<file path="src/rtl/udp_tx_arbiter.sv">
// udp_tx_arbiter
//   Shares one UDP TX FIFO pair (8-bit data FIFO + 96-bit status FIFO) between
//   REQ_NUMBER packet sources in the rx_xcvr_clk domain. One requester is granted
//   at a time, exactly len bytes are moved from its show-ahead FIFO into the data
//   FIFO, then the status word {mac, ip, len} is written to commit the packet.
//
//   Optional feature macro: UDP_TX_ARB_PRIORITY_EN
//     defined   -> requester 0 has strict priority, the rest are round-robin
//     undefined -> plain round-robin over all requesters
//
// Ports
//   clk, reset                  clock, synchronous active-high reset
//   destination_mac/ip          client address, sampled when a grant is decided
//   req/req_len/req_data        per-requester packet-ready flag, length, head byte
//   req_rd                      per-requester pop strobe
//   grant/done/reject           one-hot grant, commit pulse, illegal-length pulse
//   tx_fifo_data/_write/_full   data FIFO write side
//   tx_fifo_status/_write/_full status FIFO write side
//   busy                        high whenever a packet is in flight
module udp_tx_arbiter #(
  parameter int REQ_NUMBER = 2,
  parameter int MAX_LEN    = 1472
) (
  input  logic                     clk,
  input  logic                     reset,
  input  logic [47:0]              destination_mac,
  input  logic [31:0]              destination_ip,
  input  logic [REQ_NUMBER-1:0]    req,
  input  logic [REQ_NUMBER*16-1:0] req_len,
  input  logic [REQ_NUMBER*8-1:0]  req_data,
  output logic [REQ_NUMBER-1:0]    req_rd,
  output logic [REQ_NUMBER-1:0]    grant,
  output logic [REQ_NUMBER-1:0]    done,
  output logic [REQ_NUMBER-1:0]    reject,
  output logic [7:0]               tx_fifo_data,
  output logic                     tx_fifo_data_write,
  input  logic                     tx_fifo_data_full,
  output logic [95:0]              tx_fifo_status,
  output logic                     tx_fifo_status_write,
  input  logic                     tx_fifo_status_full,
  output logic                     busy
);

  localparam int IDX_W = $clog2(REQ_NUMBER);

  typedef enum logic [1:0] {IDLE, DATA, STATUS} state_t;

  state_t                state, state_next;
  logic [IDX_W-1:0]      gidx, rr_ptr, win_idx;
  logic                  win_valid, len_ok, start;
  logic [15:0]           win_len, len_q, cnt;
  logic [47:0]           mac_q;
  logic [31:0]           ip_q;
  logic [REQ_NUMBER-1:0] grant_q;
  int                    cand;

  function automatic logic [IDX_W-1:0] next_ptr(input logic [IDX_W-1:0] idx);
    if (int'(idx) == REQ_NUMBER - 1) return '0;
    return idx + 1'b1;
  endfunction

  // Winner selection. The search walks from the RR pointer and wraps; with the
  // priority option requester 0 pre-empts the walk, and since the walk only
  // reaches index 0 when req[0] is low, no extra exclusion is needed.
  always_comb begin
    win_valid = 1'b0;
    win_idx   = '0;
    cand      = 0;
`ifdef UDP_TX_ARB_PRIORITY_EN
    if (req[0]) win_valid = 1'b1;
`endif
    for (int k = 0; k < REQ_NUMBER; k++) begin
      cand = int'(rr_ptr) + k;
      if (cand >= REQ_NUMBER) cand = cand - REQ_NUMBER;
      if (!win_valid && req[IDX_W'(cand)]) begin
        win_valid = 1'b1;
        win_idx   = IDX_W'(cand);
      end
    end
  end

  assign win_len = req_len[{win_idx, 4'd0} +: 16];
  assign len_ok  = (win_len != 16'd0) && ({16'd0, win_len} <= 32'(MAX_LEN));
  assign start   = (state == IDLE) && win_valid && !tx_fifo_status_full;

  // State register.
  always_ff @(posedge clk) begin
    if (reset) state <= IDLE;
    else       state <= state_next;
  end

  // Next state and the per-cycle strobes. Data is a combinational pass-through
  // of the granted requester's show-ahead byte so no pipeline bubble is added.
  always_comb begin
    state_next           = state;
    req_rd               = '0;
    reject               = '0;
    done                 = '0;
    tx_fifo_data         = 8'd0;
    tx_fifo_data_write   = 1'b0;
    tx_fifo_status_write = 1'b0;
    case (state)
      IDLE: begin
        if (start) begin
          if (len_ok) state_next = DATA;
          else        reject[win_idx] = 1'b1;
        end
      end
      DATA: begin
        tx_fifo_data = req_data[{gidx, 3'd0} +: 8];
        if (!tx_fifo_data_full) begin
          req_rd[gidx]       = 1'b1;
          tx_fifo_data_write = 1'b1;
          if (cnt == 16'd1) state_next = STATUS;
        end
      end
      STATUS: begin
        if (!tx_fifo_status_full) begin
          tx_fifo_status_write = 1'b1;
          done[gidx]           = 1'b1;
          state_next           = IDLE;
        end
      end
      default: state_next = IDLE;
    endcase
  end

  // Packet context: winner, length, address snapshot, byte counter, RR pointer.
  // A rejected requester still moves the pointer so it cannot block the others.
  always_ff @(posedge clk) begin
    if (reset) begin
      gidx    <= '0;
      rr_ptr  <= '0;
      len_q   <= 16'd0;
      cnt     <= 16'd0;
      mac_q   <= 48'd0;
      ip_q    <= 32'd0;
      grant_q <= '0;
    end else begin
      case (state)
        IDLE: begin
          if (start) begin
            len_q <= win_len;
            mac_q <= destination_mac;
            ip_q  <= destination_ip;
            if (len_ok) begin
              gidx             <= win_idx;
              cnt              <= win_len;
              grant_q          <= '0;
              grant_q[win_idx] <= 1'b1;
            end else begin
              rr_ptr <= next_ptr(win_idx);
            end
          end
        end
        DATA: begin
          if (!tx_fifo_data_full) cnt <= cnt - 16'd1;
        end
        STATUS: begin
          if (!tx_fifo_status_full) begin
            grant_q <= '0;
            rr_ptr  <= next_ptr(gidx);
          end
        end
        default: ;
      endcase
    end
  end

  assign grant          = grant_q;
  assign tx_fifo_status = {mac_q, ip_q, len_q};
  assign busy           = (state != IDLE);

endmodule

</file>
<file path="config.mk">
export PLATFORM = sky130hd
export DESIGN_NAME = udp_tx_arbiter
export DESIGN_NICKNAME = d
export VERILOG_FILES = /design/src/rtl/udp_tx_arbiter.sv
export SDC_FILE = /design/constraint.sdc
export NUM_CORES = 1
export LEC_CHECK = 0
export ABC_AREA = 1
export ABC_CLOCK_PERIOD_IN_PS = 2200
export CORE_AREA = 2 2 123 113
export CTS_CLUSTER_DIAMETER = 40
export DETAILED_ROUTE_END_ITERATION = 16
export DIE_AREA = 0 0 125 115
export PLACE_DENSITY = 0.89
export SLEW_MARGIN = 0
export SYNTH_ARGS = -nofsm -noshare
export SYNTH_HDL_FRONTEND = slang
export SYNTH_SLANG_ARGS = --single-unit
</file>
<file path="constraint.sdc">
create_clock -name clk -period 2.2 [get_ports clk]
set_input_delay 0.33 -clock clk [delete_from_list [all_inputs] [get_ports clk]]
set_output_delay 0.33 -clock clk [all_outputs]
set_load 0.01 [all_outputs]
</file>
==> results.sh, run 1 <==
export IMPL_die_h_um=115
export IMPL_skew_ns=0.008649
export IMPL_synth_seq_cells=118
export IMPL_fin_crit_sh_pct=114.3
export IMPL_clk_latency_ns=0.42
export IMPL_synth_seq_area_share_pct=44.71
export IMPL_maxSlewHeadroom_pct=64.18
export IMPL_synth_net_count=917
export IMPL_rsz0062_at_grt="true"
export IMPL_start_util_pct=40.30
export IMPL_viasPerCell=5.254
export IMPL_crit_chain="buf_16 > buf_4 > nand3_1 > nand2_1 > nor2_1 > nand2_1 > inv_1 > nand3_1 > nand2_2 > nand2_2 > inv_2 > nor3_2 > buf_2"
export IMPL_finalNonFillerCells=1247
export IMPL_rows=40
export IMPL_min_path_type="register to register"
export IMPL_final_cell_mix="clkdlybuf4s50_1 (240), nor2_1 (213), dfxtp_1 (117)"
export IMPL_grt_max_degree=114
export IMPL_worst_hold_path_num_cells=2
export IMPL_status="finished with violations"
export IMPL_leakagePower_nw=3.989
export IMPL_htreeDepth=4
export IMPL_num_vias=6552
export IMPL_grt_pass1_vias=5792
export IMPL_drv_cap=0
export IMPL_grt_pass1_wl_um=29310
export IMPL_syn_avg_cell_area_um2=6.765
export IMPL_post_place_ws_ns=-0.8588
export IMPL_first_pass_iters=6
export IMPL_powerDensity_nw_per_um2=682.8
export IMPL_hold_viol=0
export IMPL_n_antenna_cell=0
export IMPL_grt_overflow_total=0
export IMPL_num_nets_final=1202
export IMPL_setup_viol_count_final=8
export IMPL_tightest_slew_ns=0.5372
export IMPL_cp_slowest_cell="dfxtp_4"
export IMPL_path_depth=13
export IMPL_gp_congestion=0.9508
export IMPL_fin_util_pct=70.28
export IMPL_wl_um=21170
export IMPL_crit_buf_inv=5
export IMPL_peakVddDrop_uv=551.6
export IMPL_required_ns=1.87
export IMPL_drive_above_1_share_pct=14.64
export IMPL_synth_cells=781
export IMPL_design_power_total_mw=6.292
export IMPL_antenna_found_initial=0
export IMPL_regToRegSetupSlack_ns=-0.05
export IMPL_rr_worst_depth=15
export IMPL_final_common_cell="clkdlybuf4s50_1"
export IMPL_crit_path_end_kind="primary output"
export IMPL_portBuffers=247
export IMPL_drc=0
export IMPL_cts_tree="done"
export IMPL_violations="negative setup slack"
export IMPL_syn2layout_area_growth_pct=74.40
export IMPL_wl_per_cell_um=16.98
export IMPL_crit_family="simple AND/OR/NAND/NOR gates"
export IMPL_crit_type="register to primary output"
export IMPL_cp_max_fo=6
export IMPL_holdWs_ns=0.4811
export IMPL_io_pin_count=249
export IMPL_netlist_area_um2=5284
export IMPL_ant_nets=0
export IMPL_ys_types=26
export IMPL_dp_hpwl_um=12910
export IMPL_core_area_um2=13110
export IMPL_place_inst=1192
export IMPL_postLayoutCellArea_um2=9215
export IMPL_worst_slack_ns=-0.3135
export IMPL_cts_clk_slew_worst_paths_ns=0.06
export IMPL_drt_iter0_markers=654
export IMPL_cts_sinks=118
export IMPL_max_freq_mhz=397.8
export IMPL_period_minus_slack_ns=2.514
export IMPL_slew_viol_final=0
export IMPL_dieArea_um2=14380
export IMPL_place_area_um2=8128
export IMPL_cts_buffers=17
export IMPL_die_width_um=125
export IMPL_yosys_warnings=0
export IMPL_nFillCells=940
export IMPL_start_kind="register"
export IMPL_clockRootBuffer="clkbuf_16"
export IMPL_grt_total_usage_pct=25.67
export IMPL_cts_buffer_depth=2
export IMPL_cp_arrival_ns=2.18
export IMPL_crit_path_max_incr_delay_ns=0.40
export IMPL_final_setup_tns_ns=-0.7498
==> power breakdown <==
group	switching, mW	total (mW)	internal (mW)	leakage, nW
sequential	0.0690	2.33	2.26	0.971
clock	1.07	2.75	1.67	0.285
combinational	0.569	1.21	0.644	2.73
==> tightest hold or removal path, delay by kind of cell, from the launching register on <==
family           cells  cell delay (ns)
and+or+nand+nor      2             0.13
DFF                  1             0.32
==> cell usage after synthesis <==
| cell | number | area, µm² |
|---|---|---|
| buf_6 | 6 | 67.56 |
| a21oi_1 | 39 | 195.2 |
| nand2_2 | 5 | 31.28 |
| nand2_4 | 2 | 22.52 |
| o21ai_0 | 111 | 555.5 |
| inv_1 | 46 | 172.7 |
| a31oi_1 | 6 | 37.54 |
| buf_2 | 9 | 45.04 |
| nor2_2 | 2 | 12.51 |
| buf_1 | 1 | 3.750 |
| buf_4 | 2 | 15.01 |
| xor2_1 | 3 | 26.28 |
| nand4_1 | 1 | 6.260 |
| nor3_1 | 10 | 50.05 |
| nand2_1 | 117 | 439.2 |
| ha_1 | 2 | 25.02 |
| nor3b_1 | 1 | 7.510 |
| a22oi_1 | 1 | 7.510 |
| clkinv_1 | 1 | 3.750 |
| clkbuf_1 | 29 | 108.9 |
| nand2_8 | 1 | 20.02 |
| o22ai_1 | 1 | 6.260 |
| dfxtp_1 | 118 | 2362 |
| o21bai_1 | 1 | 7.510 |
| nor2_1 | 221 | 829.6 |
| nand3_1 | 45 | 225.2 |
==> cells by family after synthesis <==
| logic type | synth area share, % |
|---|---|
| buffers and inverters | 7.885 |
| DFF | 44.71 |
| adders and majority gates | 0.4735 |
| AOI/OAI and AO/OA | 15.32 |
| xor gates and xnor gates | 0.4974 |
| and+or+nand+nor | 31.12 |
==> final cells by class <==
type | count | area, µm² | area share (%)
Clock inverter | 14 | 152.6 | 1.656
Timing Repair Buffer | 309 | 3074 | 33.36
Clock buffer | 18 | 429.2 | 4.657
Sequential cell | 118 | 2366 | 25.68
Multi-Input combinational cell | 573 | 2801 | 30.40
Tap cell | 168 | 210.2 | 2.281
Inverter | 47 | 181.4 | 1.969
==> final timing paths <==
check,start,end
hold reg to reg,ip_q[2],ip_q[2]
setup / recovery,rr_ptr,reject[0]
setup reg to reg,rr_ptr,cnt[0]
hold / removal,ip_q[2],ip_q[2]
==> registers in the layout (all words and copies together) (netlist names) <==
signal	flops
grant	2
cnt	16
state	2
mac_q	48
len_q	16
ip_q	32
gidx	1
rr_ptr	1
==> timing repair <==
item | in CTS | in global routing
endpoints found under the setup margin | 25 | 31
setup buffers | 6 | 11
pin swaps | 7 | 15
hold buffers | 0 | 0
resized for setup | 34 | 53
cloned | 2 | 5
==> routing by layer <==
| layer | GRT usage [%] | vias to the layer above | wire, µm |
|---|---|---|---|
| met3 | 6.887 | 101 | 1946 |
| met4 | 11.26 | 0 | 995 |
| met5 | 0 | - | 0 |
| met2 | 43.55 | 401 | 10200 |
| li1 | - | 3092 | - |
| met1 | 30.93 | 2958 | 8026 |
Power figures use the tool's default switching activity.
==> inputs of run 2 (changes only) <==
--- a/config.mk
+++ b/config.mk
@@ -7,11 +7,13 @@
 export LEC_CHECK = 0
 export ABC_AREA = 1
 export ABC_CLOCK_PERIOD_IN_PS = 2200
-export CORE_AREA = 2 2 123 113
+export CELL_PAD_IN_SITES_DETAIL_PLACEMENT = 0
+export CELL_PAD_IN_SITES_GLOBAL_PLACEMENT = 1
+export CORE_AREA = 2 2 148 136
 export CTS_CLUSTER_DIAMETER = 40
 export DETAILED_ROUTE_END_ITERATION = 16
-export DIE_AREA = 0 0 125 115
-export PLACE_DENSITY = 0.89
+export DIE_AREA = 0 0 150 138
+export PLACE_DENSITY = 0.9
 export SLEW_MARGIN = 0
 export SYNTH_ARGS = -nofsm -noshare
 export SYNTH_HDL_FRONTEND = slang
==> run 2 against run 1 <==
Sequential power is essentially flat. Maximum frequency increased by 4.6%. Highest routed layer unchanged. Global-route usage decreased by 6.7 points. Hold slack barely moved. Clock skew hardly changed. First-iteration DRC count shrank 31%. Combinational power about the same. The flow still finishes with violations (negative setup slack). Flip-flop and latch count unchanged.
==> results.sh, run 2 (synthesized netlist as in run 1, its figures left out) <==
export IMPL_cts_tree="done"
export IMPL_status="finished with violations"
export IMPL_grt_overflow_total=0
export IMPL_cts_buffer_depth=2
export IMPL_reg_top3="mac_q (48), ip_q (32)"
export IMPL_seqPwrFrac_pct=35.2
export IMPL_maxSlewHeadroom_pct=72.05
export IMPL_multi_input_area_um2=2873
export IMPL_drv_cap=0
export IMPL_num_vias=6228
export IMPL_crit_buf_inv=3
export IMPL_slew_viol_final=0
export IMPL_final_cell_mix="clkdlybuf4s50_1 (233), nor2_1 (211), dfxtp_1 (117)"
export IMPL_p_switching_mw=1.743
export IMPL_crit_chain="buf_12 > nand2_4 > nand2_1 > nand2_4 > nor2_2 > nand3_1 > nand3_2 > nand2_2 > nand2_4 > inv_6 > nor3_4 > buf_2"
export IMPL_required_ns=1.87
export IMPL_grt_pass1_wl_um=30750
export IMPL_power_frac_comb_pct=18.6
export IMPL_cts_clk_slew_worst_paths_ns=0.06
export IMPL_start_kind="register"
export IMPL_die_h_um=138
export IMPL_gp_congestion=0.8854
export IMPL_clk_latency_ns=0.42
export IMPL_skew_ns=0.008758
export IMPL_wl_um=20510
export IMPL_intPower_mw=4.860
export IMPL_io_pin_count=249
export IMPL_portBuffers=247
export IMPL_antenna_found_initial=0
export IMPL_n_antenna_cell=0
export IMPL_crit_path_max_incr_delay_ns=0.39
export IMPL_hold_buffers=0
export IMPL_worst_slack_ns=-0.2021
export IMPL_place_inst=1291
export IMPL_fin_crit_sh_pct=109.2
export IMPL_finalNonFillerCells=1360
export IMPL_final_common_cell="clkdlybuf4s50_1"
export IMPL_grt_max_degree=95
export IMPL_core_area_um2=19370
export IMPL_first_pass_iters=5
export IMPL_clockRootBuffer="clkbuf_16"
export IMPL_syn2layout_area_growth_pct=83.09
export IMPL_cp_slowest_cell="dfxtp_4"
export IMPL_leakagePower_nw=4.270
export IMPL_dp_hpwl_um=13840
export IMPL_die_width_um=150
export IMPL_crit_family="simple AND/OR/NAND/NOR gates"
export IMPL_cp_max_fo=7
export IMPL_period_minus_slack_ns=2.402
export IMPL_drc=0
export IMPL_holdWs_ns=0.4808
export IMPL_wl_per_cell_um=15.08
export IMPL_cts_sinks=118
export IMPL_cts_buffers=17
export IMPL_top_register="mac_q"
export IMPL_grt_pass1_vias=5832
export IMPL_violations="negative setup slack"
export IMPL_num_nets_final=1228
export IMPL_cp_arrival_ns=2.07
export IMPL_grt_total_usage_pct=18.94
export IMPL_crit_path_end_kind="primary output"
export IMPL_start_util_pct=27.27
export IMPL_swShare_pct=26.39
export IMPL_seq_area_um2=2366
export IMPL_powerDensity_nw_per_um2=682.5
export IMPL_rsz0062_at_grt="true"
export IMPL_fin_util_pct=49.94
export IMPL_drt_iter0_markers=448
export IMPL_nFillCells=1881
export IMPL_htreeDepth=4
export IMPL_min_path_type="register to register"
export IMPL_drive_above_1_share_pct=18.01
export IMPL_post_place_ws_ns=-0.9339
export IMPL_peakVddDrop_uv=450.0
export IMPL_dieArea_um2=20700
export IMPL_setup_viol_count_final=11
export IMPL_ant_nets=0
export IMPL_crit_type="register to primary output"
export IMPL_max_freq_mhz=416.3
export IMPL_path_common_cell="nand2_4"
export IMPL_hold_viol=0
export IMPL_tightest_slew_ns=0.4160
export IMPL_p_clk_share_pct=46.2
export IMPL_viasPerCell=4.579
export IMPL_largest_reg_flops=48
export IMPL_rows=49
-- run 2: changes by cell type in the layout (fill, tap and decap cells not counted), moves of 4 or more --
cell and change:
buf_4 +21, clkdlybuf4s50_1 -7, dlymetal6s2s_1 +7, inv_6 +4
nand2_1 -7, nand2_2 +4, nand2_4 +4
-- run 2: metrics by stage --
stage / total power, mW / setup TNS [ns] / area (µm²)
after floorplan: 2.790 / 0 / 5284
after global placement: 3.451 / -16.55 / 8339
after detailed placement: 3.458 / -19.80 / 8339
after CTS: 6.583 / -0.7715 / 9238
after global routing: 6.870 / -2.458 / 9674
final: 6.603 / -0.5827 / 9674
-- run 2: power groups by stage --
stage / Combinational, mW / Sequential [mW] / Clock, mW
global placement: 1.09 / 2.36 / 0
CTS: 1.16 / 2.33 / 3.10
finish: 1.23 / 2.32 / 3.05
floorplan: 0.370 / 2.42 / 0
global route: 1.33 / 2.34 / 3.20
detailed placement: 1.09 / 2.37 / 0
-- run 2: worst register-to-register path: cells and delay by family (launching register included) --
family,cells,cell delay (ns)
and+or+nand+nor,13,1.16
buffers and inverters,4,0.58
DFF,1,0.39
-- run 2: worst paths after layout --
kind / cells after the start / start / end / slack, ns
worst max register to register: 17 / rr_ptr / cnt[11] / -0.04
worst min-delay path: 2 / mac_q[1] / mac_q[1] / 0.48
worst min register to register: 2 / mac_q[1] / mac_q[1] / 0.48
worst max-delay path: 12 / rr_ptr / reject[0] / -0.20
-- run 2: layer usage --
metal  wire, µm  global-route usage (%)  up-vias  part of all wire, %
li1           -                       -     3140                    -
met1       9040                   24.65     2801                   44
met2       9262                   29.85      234                   45
met3       1396                   4.389       53                  6.8
met4        813                   8.391        0                  4.0
met5          0                       0        -                    0
-- run 2: timing repair --
item / 4_1_cts / 5_1_grt
setup endpoints to repair: 13 / 32
pin swaps: 8 / 28
buffers inserted: 17 / 16
cloned: 2 / 5
endpoints found under the hold margin: 0 / 0
gates resized for setup: 40 / 72
-- run 2: area by class of cell --
cell class | count | area share (%)
clock buffer | 17 | 4.397
clock inverter | 15 | 2.237
inverter | 47 | 1.901
multi-input combinational | 574 | 29.69
sequential | 118 | 24.46
tap | 255 | 3.298
timing repair buffer | 333 | 33.94
timing repair inverter | 1 | 0.07760
==> inputs of run 3 (changes only) <==
--- a/config.mk
+++ b/config.mk
@@ -7,13 +7,11 @@
 export LEC_CHECK = 0
 export ABC_AREA = 1
 export ABC_CLOCK_PERIOD_IN_PS = 2200
-export CELL_PAD_IN_SITES_DETAIL_PLACEMENT = 0
-export CELL_PAD_IN_SITES_GLOBAL_PLACEMENT = 1
-export CORE_AREA = 2 2 148 136
+export CORE_AREA = 2 2 123 113
 export CTS_CLUSTER_DIAMETER = 40
 export DETAILED_ROUTE_END_ITERATION = 16
-export DIE_AREA = 0 0 150 138
-export PLACE_DENSITY = 0.9
+export DIE_AREA = 0 0 125 115
+export PLACE_DENSITY = 0.89
 export SLEW_MARGIN = 0
 export SYNTH_ARGS = -nofsm -noshare
 export SYNTH_HDL_FRONTEND = slang
==> results of run 3 <==
No change in the layout: final DEF, timing and power equal those of run 1.
